==> src/rtl/fifo_uart_pkg.sv <==
// fifo_uart_pkg: shared state encoding, protocol byte constants and default clocking
// for the FIFO-to-UART transmitter. The PARITY state exists only when
// FIFO_UART_TX_PARITY_EN is defined (8E1); otherwise the framing is 8N1.
package fifo_uart_pkg;

    localparam int DEFAULT_CLK_FREQ = 50_000_000;
    localparam int DEFAULT_BAUD     = 115_200;

    localparam logic [7:0] CR       = 8'h0D;
    localparam logic [7:0] LF       = 8'h0A;
    localparam logic [7:0] END_MARK = 8'hCC;

`ifdef FIFO_UART_TX_PARITY_EN
    typedef enum logic [2:0] {
        IDLE   = 3'd0,
        REQ    = 3'd1,
        LATCH  = 3'd2,
        START  = 3'd3,
        DATA   = 3'd4,
        PARITY = 3'd5,
        STOP   = 3'd6
    } state_t;
`else
    typedef enum logic [2:0] {
        IDLE   = 3'd0,
        REQ    = 3'd1,
        LATCH  = 3'd2,
        START  = 3'd3,
        DATA   = 3'd4,
        STOP   = 3'd6
    } state_t;
`endif

endpackage

==> src/rtl/fifo_uart_tx_baud_cnt.sv <==
// uart_baud_cnt: reloadable bit-period counter. Counts 0..CLKS_PER_BIT-1 and wraps;
// clear forces the next count to 0 so every FSM state starts a fresh bit period.
// bit_end is high during the last cycle of each bit period.
module uart_baud_cnt #(
    parameter int CLKS_PER_BIT = 434
) (
    input  logic clk,
    input  logic reset_n,
    input  logic clear,
    output logic bit_end
);

    localparam int CNT_W = (CLKS_PER_BIT > 2) ? $clog2(CLKS_PER_BIT) : 1;
    localparam logic [CNT_W-1:0] LAST = CNT_W'(CLKS_PER_BIT - 1);

    logic [CNT_W-1:0] cnt;

    // Bit-period counter: reload on clear, wrap at the last cycle of the bit
    always_ff @(posedge clk or negedge reset_n) begin
        if (!reset_n) begin
            cnt <= '0;
        end else if (clear || (cnt == LAST)) begin
            cnt <= '0;
        end else begin
            cnt <= cnt + CNT_W'(1);
        end
    end

    assign bit_end = (cnt == LAST);

endmodule

==> src/rtl/fifo_uart_tx.sv <==
// fifo_uart_tx: drains a normal-mode (1-cycle read latency) byte FIFO and sends each
// byte on a UART line, LSB first, one stop bit. Define FIFO_UART_TX_PARITY_EN to add an
// even parity bit (8E1). All outputs are registered; the FSM looks one state ahead so
// tx/rdreq/busy change exactly on the state boundaries.
module fifo_uart_tx
    import fifo_uart_pkg::*;
#(
    parameter int CLK_FREQ     = DEFAULT_CLK_FREQ,
    parameter int BAUD         = DEFAULT_BAUD,
    parameter int CLKS_PER_BIT = CLK_FREQ / BAUD
) (
    input  logic       clk,
    input  logic       reset_n,
    input  logic       enable,
    input  logic       empty,
    input  logic [7:0] q,
    output logic       rdreq,
    output logic       tx,
    output logic       busy,
    output logic       byte_done,
    output logic       frame_done
);

    state_t     state;
    state_t     next_state;
    logic       bit_end;
    logic       clear;
    logic [2:0] bit_idx;
    logic [7:0] shift;
    logic [7:0] shift_next;
    logic [7:0] last_byte;
    logic       prev_cr;
    logic       byte_end;
    logic       tx_next;
    logic       rdreq_next;
    logic       busy_next;

    // The baud counter restarts whenever the FSM changes state
    assign clear    = (next_state != state);
    assign byte_end = (state == STOP) && bit_end;

    uart_baud_cnt #(
        .CLKS_PER_BIT(CLKS_PER_BIT)
    ) u_baud_cnt (
        .clk    (clk),
        .reset_n(reset_n),
        .clear  (clear),
        .bit_end(bit_end)
    );

    // State register
    always_ff @(posedge clk or negedge reset_n) begin
        if (!reset_n) begin
            state <= IDLE;
        end else begin
            state <= next_state;
        end
    end

    // Next-state logic; empty and enable only matter in IDLE
    always_comb begin
        next_state = state;
        case (state)
            IDLE:  if (enable && !empty) next_state = REQ;
            REQ:   next_state = LATCH;
            LATCH: next_state = START;
            START: if (bit_end) next_state = DATA;
`ifdef FIFO_UART_TX_PARITY_EN
            DATA:   if (bit_end && (bit_idx == 3'd7)) next_state = PARITY;
            PARITY: if (bit_end) next_state = STOP;
`else
            DATA:   if (bit_end && (bit_idx == 3'd7)) next_state = STOP;
`endif
            STOP:  if (bit_end) next_state = IDLE;
            default: next_state = IDLE;
        endcase
    end

    // Output decode for the upcoming cycle, so the registered outputs line up with states
    always_comb begin
        shift_next = shift;
        if (state == LATCH) begin
            shift_next = q;
        end else if ((state == DATA) && bit_end) begin
            shift_next = {1'b0, shift[7:1]};
        end

        rdreq_next = (next_state == REQ);
        busy_next  = (next_state != IDLE);

        case (next_state)
            START:   tx_next = 1'b0;
            DATA:    tx_next = shift_next[0];
`ifdef FIFO_UART_TX_PARITY_EN
            PARITY:  tx_next = ^last_byte;
`endif
            default: tx_next = 1'b1;
        endcase
    end

    // Data bit index within the DATA state
    always_ff @(posedge clk or negedge reset_n) begin
        if (!reset_n) begin
            bit_idx <= '0;
        end else if (state != DATA) begin
            bit_idx <= '0;
        end else if (bit_end) begin
            bit_idx <= bit_idx + 3'd1;
        end
    end

    // Byte datapath: shift register and a copy of the byte in flight (no reset needed)
    always_ff @(posedge clk) begin
        shift <= shift_next;
        if (state == LATCH) begin
            last_byte <= q;
        end
    end

    // Registered outputs and CR/LF frame tracking
    always_ff @(posedge clk or negedge reset_n) begin
        if (!reset_n) begin
            tx         <= 1'b1;
            rdreq      <= 1'b0;
            busy       <= 1'b0;
            byte_done  <= 1'b0;
            frame_done <= 1'b0;
            prev_cr    <= 1'b0;
        end else begin
            tx         <= tx_next;
            rdreq      <= rdreq_next;
            busy       <= busy_next;
            byte_done  <= byte_end;
            frame_done <= byte_end && prev_cr && (last_byte == LF);
            if (byte_end) begin
                prev_cr <= (last_byte == CR);
            end
        end
    end

endmodule
==> config.mk <==
export PLATFORM = sky130hd
export DESIGN_NAME = fifo_uart_tx
export DESIGN_NICKNAME = d
export VERILOG_FILES = /design/src/rtl/fifo_uart_pkg.sv /design/src/rtl/fifo_uart_tx_baud_cnt.sv /design/src/rtl/fifo_uart_tx.sv
export SDC_FILE = /design/constraint.sdc
export NUM_CORES = 1
export LEC_CHECK = 0
export BUFFER_PORTS_ARGS = -buffer_cell sky130_fd_sc_hd__buf_2
export CAP_MARGIN = 20
export CORE_ASPECT_RATIO = 1.25
export CORE_MARGIN = 1.5
export CORE_UTILIZATION = 60
export CTS_BUF_LIST = sky130_fd_sc_hd__clkbuf_16
export CTS_CLUSTER_DIAMETER = 100
export DETAILED_ROUTE_END_ITERATION = 16
export GPL_ROUTABILITY_DRIVEN = 1
export PLACE_DENSITY = 0.92
export SYNTH_ARGS = -nofsm -noshare
export SYNTH_HDL_FRONTEND = slang
export SYNTH_HIERARCHICAL = 1
export SYNTH_SLANG_ARGS = --single-unit
==> constraint.sdc <==
create_clock -name clk -period 5.2 [get_ports clk]
set_input_delay 0.52 -clock clk [delete_from_list [all_inputs] [get_ports clk]]
set_output_delay 0.52 -clock clk [all_outputs]
set_load 0.01 [all_outputs]
After elaboration in Yosys (flattened, before gate mapping)
Cells that the tools add are included.
{ "word_totals": {"register_bits": 37, "in_bits": 12, "out_inout_bits": 5, "elab_cells": 51} }
{ "classes": {"addsub": 2, "eq_ne": 14, "mux": 11, "reduce_logical": 12} }
{ "ops": {"columns": ["operator", "count"], "rows": [
  ["3-bit two-way mux", 6],
  ["3-bit one-hot mux with 6 select lines", 1],
  ["8-bit by 4-bit == test with 1-bit output (second input constant)", 2],
  ["8-bit two-way mux", 2],
  ["3-bit == test (second input constant)", 4],
  ["9-bit by 1-bit adder with 9-bit output (second input constant)", 1],
  ["3-bit by 2-bit == test with 1-bit output (second input constant)", 3],
  ["9-bit == test (second input constant)", 1],
  ["9-bit two-way mux", 1],
  ["3-bit by 1-bit == test with 1-bit output (second input constant)", 2],
  ["1-bit logical AND", 6],
  ["2-bit nonzero test", 2],
  ["3-bit by 1-bit adder with 3-bit output (second input constant)", 1],
  ["3-bit logical NOT", 1],
  ["3-bit != test", 1],
  ["3-bit != test (second input constant)", 1],
  ["3-bit nonzero test", 1],
  ["1-bit one-hot mux with 2 select lines", 1],
  ["1-bit logical NOT", 1],
  ["1-bit logical OR", 1]
]} }

Longest topological paths before layout
{ "logic_depth": {"word_depth": 7, "ltp_mapped": 9, "mapped_depth_nobuf": 8} }

Hierarchy
Netlist, hierarchy kept.
{ "modules_own_cells": {"columns": ["module", "instances", "cells_each", "area_each_um2", "seq_area_each_um2"], "rows": [
  ["fifo_uart_tx", 1, 107, 1300.0, 772.0],
  ["uart_baud_cnt", 1, 48, 485.5, 225.2]
]} }

Least setup slack after synthesis
No wires, ideal clock.
{ "synth_timing": {"path_type": "register -> register", "startpoint": "reg u_baud_cnt.cnt[2]", "endpoint": "reg shift[1] (enable)", "setup_ns": 0.360, "arrival_ns": 1.852, "required_ns": 4.840, "slack_ns": 2.988, "path_stages_with_launch": 8, "n_path_buf": 2, "synth_period_minus_slack_ns": 2.212, "path_cell_list": "dfrtp_1 > or3_4 > nor3_1 > buf_4 > and3b_1 > buf_2 > nor2_1 > nor2_1"} }
{ "synth_between": {"elab_chain_len": 3} }
{ "synth_rtl": {"columns": ["element", "line_no", "source"], "rows": [
  ["start, declared", "fifo_uart_tx_baud_cnt.sv:16", "logic [CNT_W-1:0] cnt;"],
  ["start signal, assigned", "fifo_uart_tx_baud_cnt.sv:25", "cnt <= cnt + CNT_W'(1);"],
  ["9-bit == test", "fifo_uart_tx_baud_cnt.sv:29", "assign bit_end = (cnt == LAST);"],
  ["via bit_end", "fifo_uart_tx.sv:26", "logic bit_end;"],
  ["1-bit logical AND", "fifo_uart_tx.sv:84", "end else if ((state == DATA) && bit_end) begin"],
  ["2-bit nonzero test (no line)", null, null],
  ["end signal, assigned", "fifo_uart_tx.sv:114", "shift <= shift_next;"],
  ["end, declared", "fifo_uart_tx.sv:29", "logic [7:0] shift;"]
]} }
The timed path passes the listed nets, and every way through them passes these cells.
A chain may end at the register's enable or synchronous reset.

Worst setup path in the final report
Ends and elaborated chain as after synthesis.

==> metrics.md <==
| Metric | Value |
|---|---|
| Hold buffers post-CTS | `0` |
| WL met1 | `1290 um` |
| WL final | `3240 um` |
| Worst Max-Slew Pin Slew | `0.757 ns` |
| Internal power | `483 uW` |
| I/O Buffers | `16` |
| Post-synthesis mux area share | `0.0168` |
| Max Slew Vio Count | `0` |
| Top-level I/O count | `17` |
| Relative slew margins | `0.493` |
| Synth Area in Adders | `0.0280` |
| Core Area | `0.00276 mm2` |
| Prevailing post-synth register cell | `dfrtp_1` |
| CP endpoint kind | `flop` |
| CP Data Required Time | `5.12 ns` |
| DRT Pass-1 Iters | `4` |
| Flop pwr share | `0.509` |
| Skew-Pair Late Insertion Delay | `0.28 ns` |
| Arr. time, crit path | `2.45 ns` |
| CTS Buf Count | `5` |
| Total gr overflow | `0` |
| Peak supply drop | `0.237 mV` |
| Largest family of logic cells by synthesized area | `simple AND/OR/NAND/NOR gates` |
| Clock share of power | `0.469` |
| Wirelength per Cell | `15.7 um` |
| Syn Area/Cell | `11.5 um2` |
| Clk slew on worst S/H paths | `0.06 ns` |
| Met2 wire len | `1700 um` |
| Cells after Synth | `155` |
| Max-capacitance violation count | `0` |
| Seq/Total Area, Yosys | `0.559` |
| Initial Util | `0.647` |
| Bufs on Longest Clock Path | `2` |
| Area delta synth->final | `12.4%` |
| Final #Nets | `188` |
| Leak | `0.000865 uW` |
| Largest net degree at the start of global routing | `23` |
| Slowest stage delay, CP | `0.45 ns` |
| PostCTS Resize Cnt | `0` |
| Total die area | `0.00331 mm2` |
| DRT antenna net count | `0` |
| Final-report setup violation count | `0` |
| Net switching power | `115 uW` |
| FFs w/ async S/R, synth | `0.568` |
| Total track usage | `0.225` |
| Cell Pwr Density | `298 mW/mm2` |
| Crit-path cells | `or3_4 > nor3_1 > buf_4 > and3b_1 > nor2_1 > nor2_1` |
| Hpwl dp | `2310 um` |
| FF+latch count, synth | `37` |
| Sum Neg Setup Slack | `0 ns` |
| H-Tree Level Count | `2` |
| Period minus WS final | `2.54 ns` |
| GP Congestion | `0.829` |
| CTS root buf | `clkbuf_16` |
| Complex-gate fraction of the synthesized area | `0.138` |
| Yosys warns | `6` |
| Vias in the first global route | `1,244` |
| Fmax | `394 MHz` |
| Met3 routed WL | `188 um` |
| Min-Delay Path Class | `in -> async` |
| Diode count | `0` |
| Worst clock skew | `0.00706 ns` |
| Sw frac | `0.192` |
| RSZ-0062 raised after global routing | `no` |
| Die H | `64.0 um` |
| CTS tree | `built` |
| Core Rows | `21` |
| Initial drt markers | `48` |
| Clk sink count | `37` |
| Crit start category | `flop` |
| Synth cell types | `49` |
| Outcome | `completed` |
| Fin. Hold Viols | `0` |
| Crit-path most repeated cell | `nor2_1` |
| Crit path kind | `reg -> reg` |
| Part of the cycle the worst path needs | `0.488` |
| Setup repair bufs after CTS | `0` |
| Layout cells sized above 1 | `0.185` |
| Syn nets | `171` |
| # DRC | `0` |
| Number of flops mapped to enable cells by yosys | `15` |
| Drt via density | `6.04` |
| Top Metal Used | `met4` |
| Max FO, Critical Path | `10` |
| Hold Slack | `0.188 ns` |
| Slowest-stage cell, CP | `dfrtp_1` |
| Vias | `1,251` |
| Area of the mapped netlist | `0.00179 mm2` |
| XOR/XNOR Fraction of Synth Area | `0.0196` |
| Logic pwr share | `0.022` |
| Initial antenna violation count | `0` |
| First-pass GRT wire length | `5430 um` |
| Die W | `51.8 um` |
| Simple logic cell fraction of the synthesized area | `0.193` |
kinds of logic after synthesis:
logic type / after synthesis
mux: 3
simple gates: 59
xor+xnor: 4
compound gates: 32
fa+ha+maj: 4
flops: 37
buf+inv: 16
Yosys cell counts (3+ instances only):
cell type   n  area share
nand2b_1    4       0.014
nand2_1    12       0.025
a31oi_1     4       0.014
nor3_1      3      0.0084
inv_1       9       0.019
edfxtp_1   15        0.25
ha_1        4       0.028
buf_2       3      0.0084
dfrtp_1    20        0.28
a22oi_1     6       0.025
nor2_1     17       0.036
a21oi_1     6       0.017
buf_4       3       0.013
mux2i_1     3       0.017
nand3_1     3      0.0084
critical path: cells and delay by family (launching register included):
kind          cells  cell delay (ns)
buf+inv           1             0.24
simple gates      5             1.49
flops             1             0.45
metal layers:
metal / vias up / track usage
met2: 39 / 0.372
met1: 611 / 0.258
li1: 595 / -
met5: - / 0
met3: 6 / 0.0654
met4: 0 / 0.122
registers in the layout (all words and copies together) (netlist names):
name / count
bit_idx: 3
busy: 1
prev_cr: 1
last_byte: 8
u_baud_cnt/cnt: 9
shift: 8
tx: 1
rdreq: 1
frame_done: 1
byte_done: 1
state: 3
area by class of cell:
class,instances,area (um2)
Sequential cell,37,997
Clock inverter,3,15.0
Inverter,9,33.8
Timing Repair Buffer,17,87.6
Tap cell,34,42.5
Multi-Input combinational cell,102,706
Clock buffer,5,125
Fill cell,189,752
path summary, 6_finish.rpt:
| path | startpoint | end | slack (ns) | cells after the start |
|---|---|---|---|---|
| min reg2reg | prev_cr | prev_cr | 0.48 | 2 |
| min | reset_n | state[1] | 0.19 | 1 |
| max in group asynchronous | reset_n | tx | 4.67 | 1 |
| max reg2reg | u_baud_cnt/cnt[2] | shift[1] | 2.66 | 6 |
| max | u_baud_cnt/cnt[2] | shift[1] | 2.66 | 6 |
| min in group clk | q[2] | last_byte[2] | 0.43 | 1 |
power groups by stage:
| stage | Combinational, uW | Sequential (uW) | Clock [uW] |
|---|---|---|---|
| floorplan | 4.35 | 310 | 0 |
| global placement | 12.7 | 310 | 0 |
| detailed placement | 13.2 | 310 | 0 |
| CTS | 13.3 | 304 | 286 |
| global route | 14.6 | 304 | 296 |
| finish | 13.1 | 304 | 280 |
through the flow:
step / total power, uW / area (um2) / cells / util / worst slack, ns
3_5_place_dp: 323 / 1870 / 199 / 0.677 / 2.75
5_1_grt: 615 / 2010 / 207 / 0.727 / 2.53
2_1_floorplan: 314 / 1790 / 155 / - / 2.99
4_1_cts: 604 / 2010 / 207 / 0.727 / 2.70
6_report: 598 / 2010 / 207 / 0.727 / 2.66
3_3_place_gp: 322 / 1870 / 199 / 0.677 / 2.85
placed cells by master (no fill, tap or decap), types with 2 or more instances in the layout:
| cell | synthesis | routed |
|---|---|---|
| mux2i_1 | 3 | 3 |
| edfxtp_1 | 15 | 15 |
| or3b_1 | 2 | 2 |
| or3_1 | 2 | 2 |
| ha_1 | 4 | 4 |
| o21ai_0 | 2 | 2 |
| nand3_1 | 3 | 3 |
| a21oi_1 | 6 | 6 |
| nand2b_1 | 4 | 4 |
| a22oi_1 | 6 | 6 |
| clkbuf_16 | 0 | 5 |
| and3b_1 | 2 | 2 |
| nand2_1 | 12 | 12 |
| xnor2_1 | 2 | 2 |
| xor2_1 | 2 | 2 |
| inv_1 | 9 | 10 |
| a31oi_1 | 4 | 4 |
| nor3_1 | 3 | 3 |
| buf_2 | 3 | 16 |
| nor2_1 | 17 | 17 |
| nor2b_1 | 2 | 2 |
| nor4_1 | 2 | 2 |
| dfrtp_1 | 20 | 20 |
| a2bb2oi_1 | 2 | 2 |
Power figures use the tool's default switching activity.
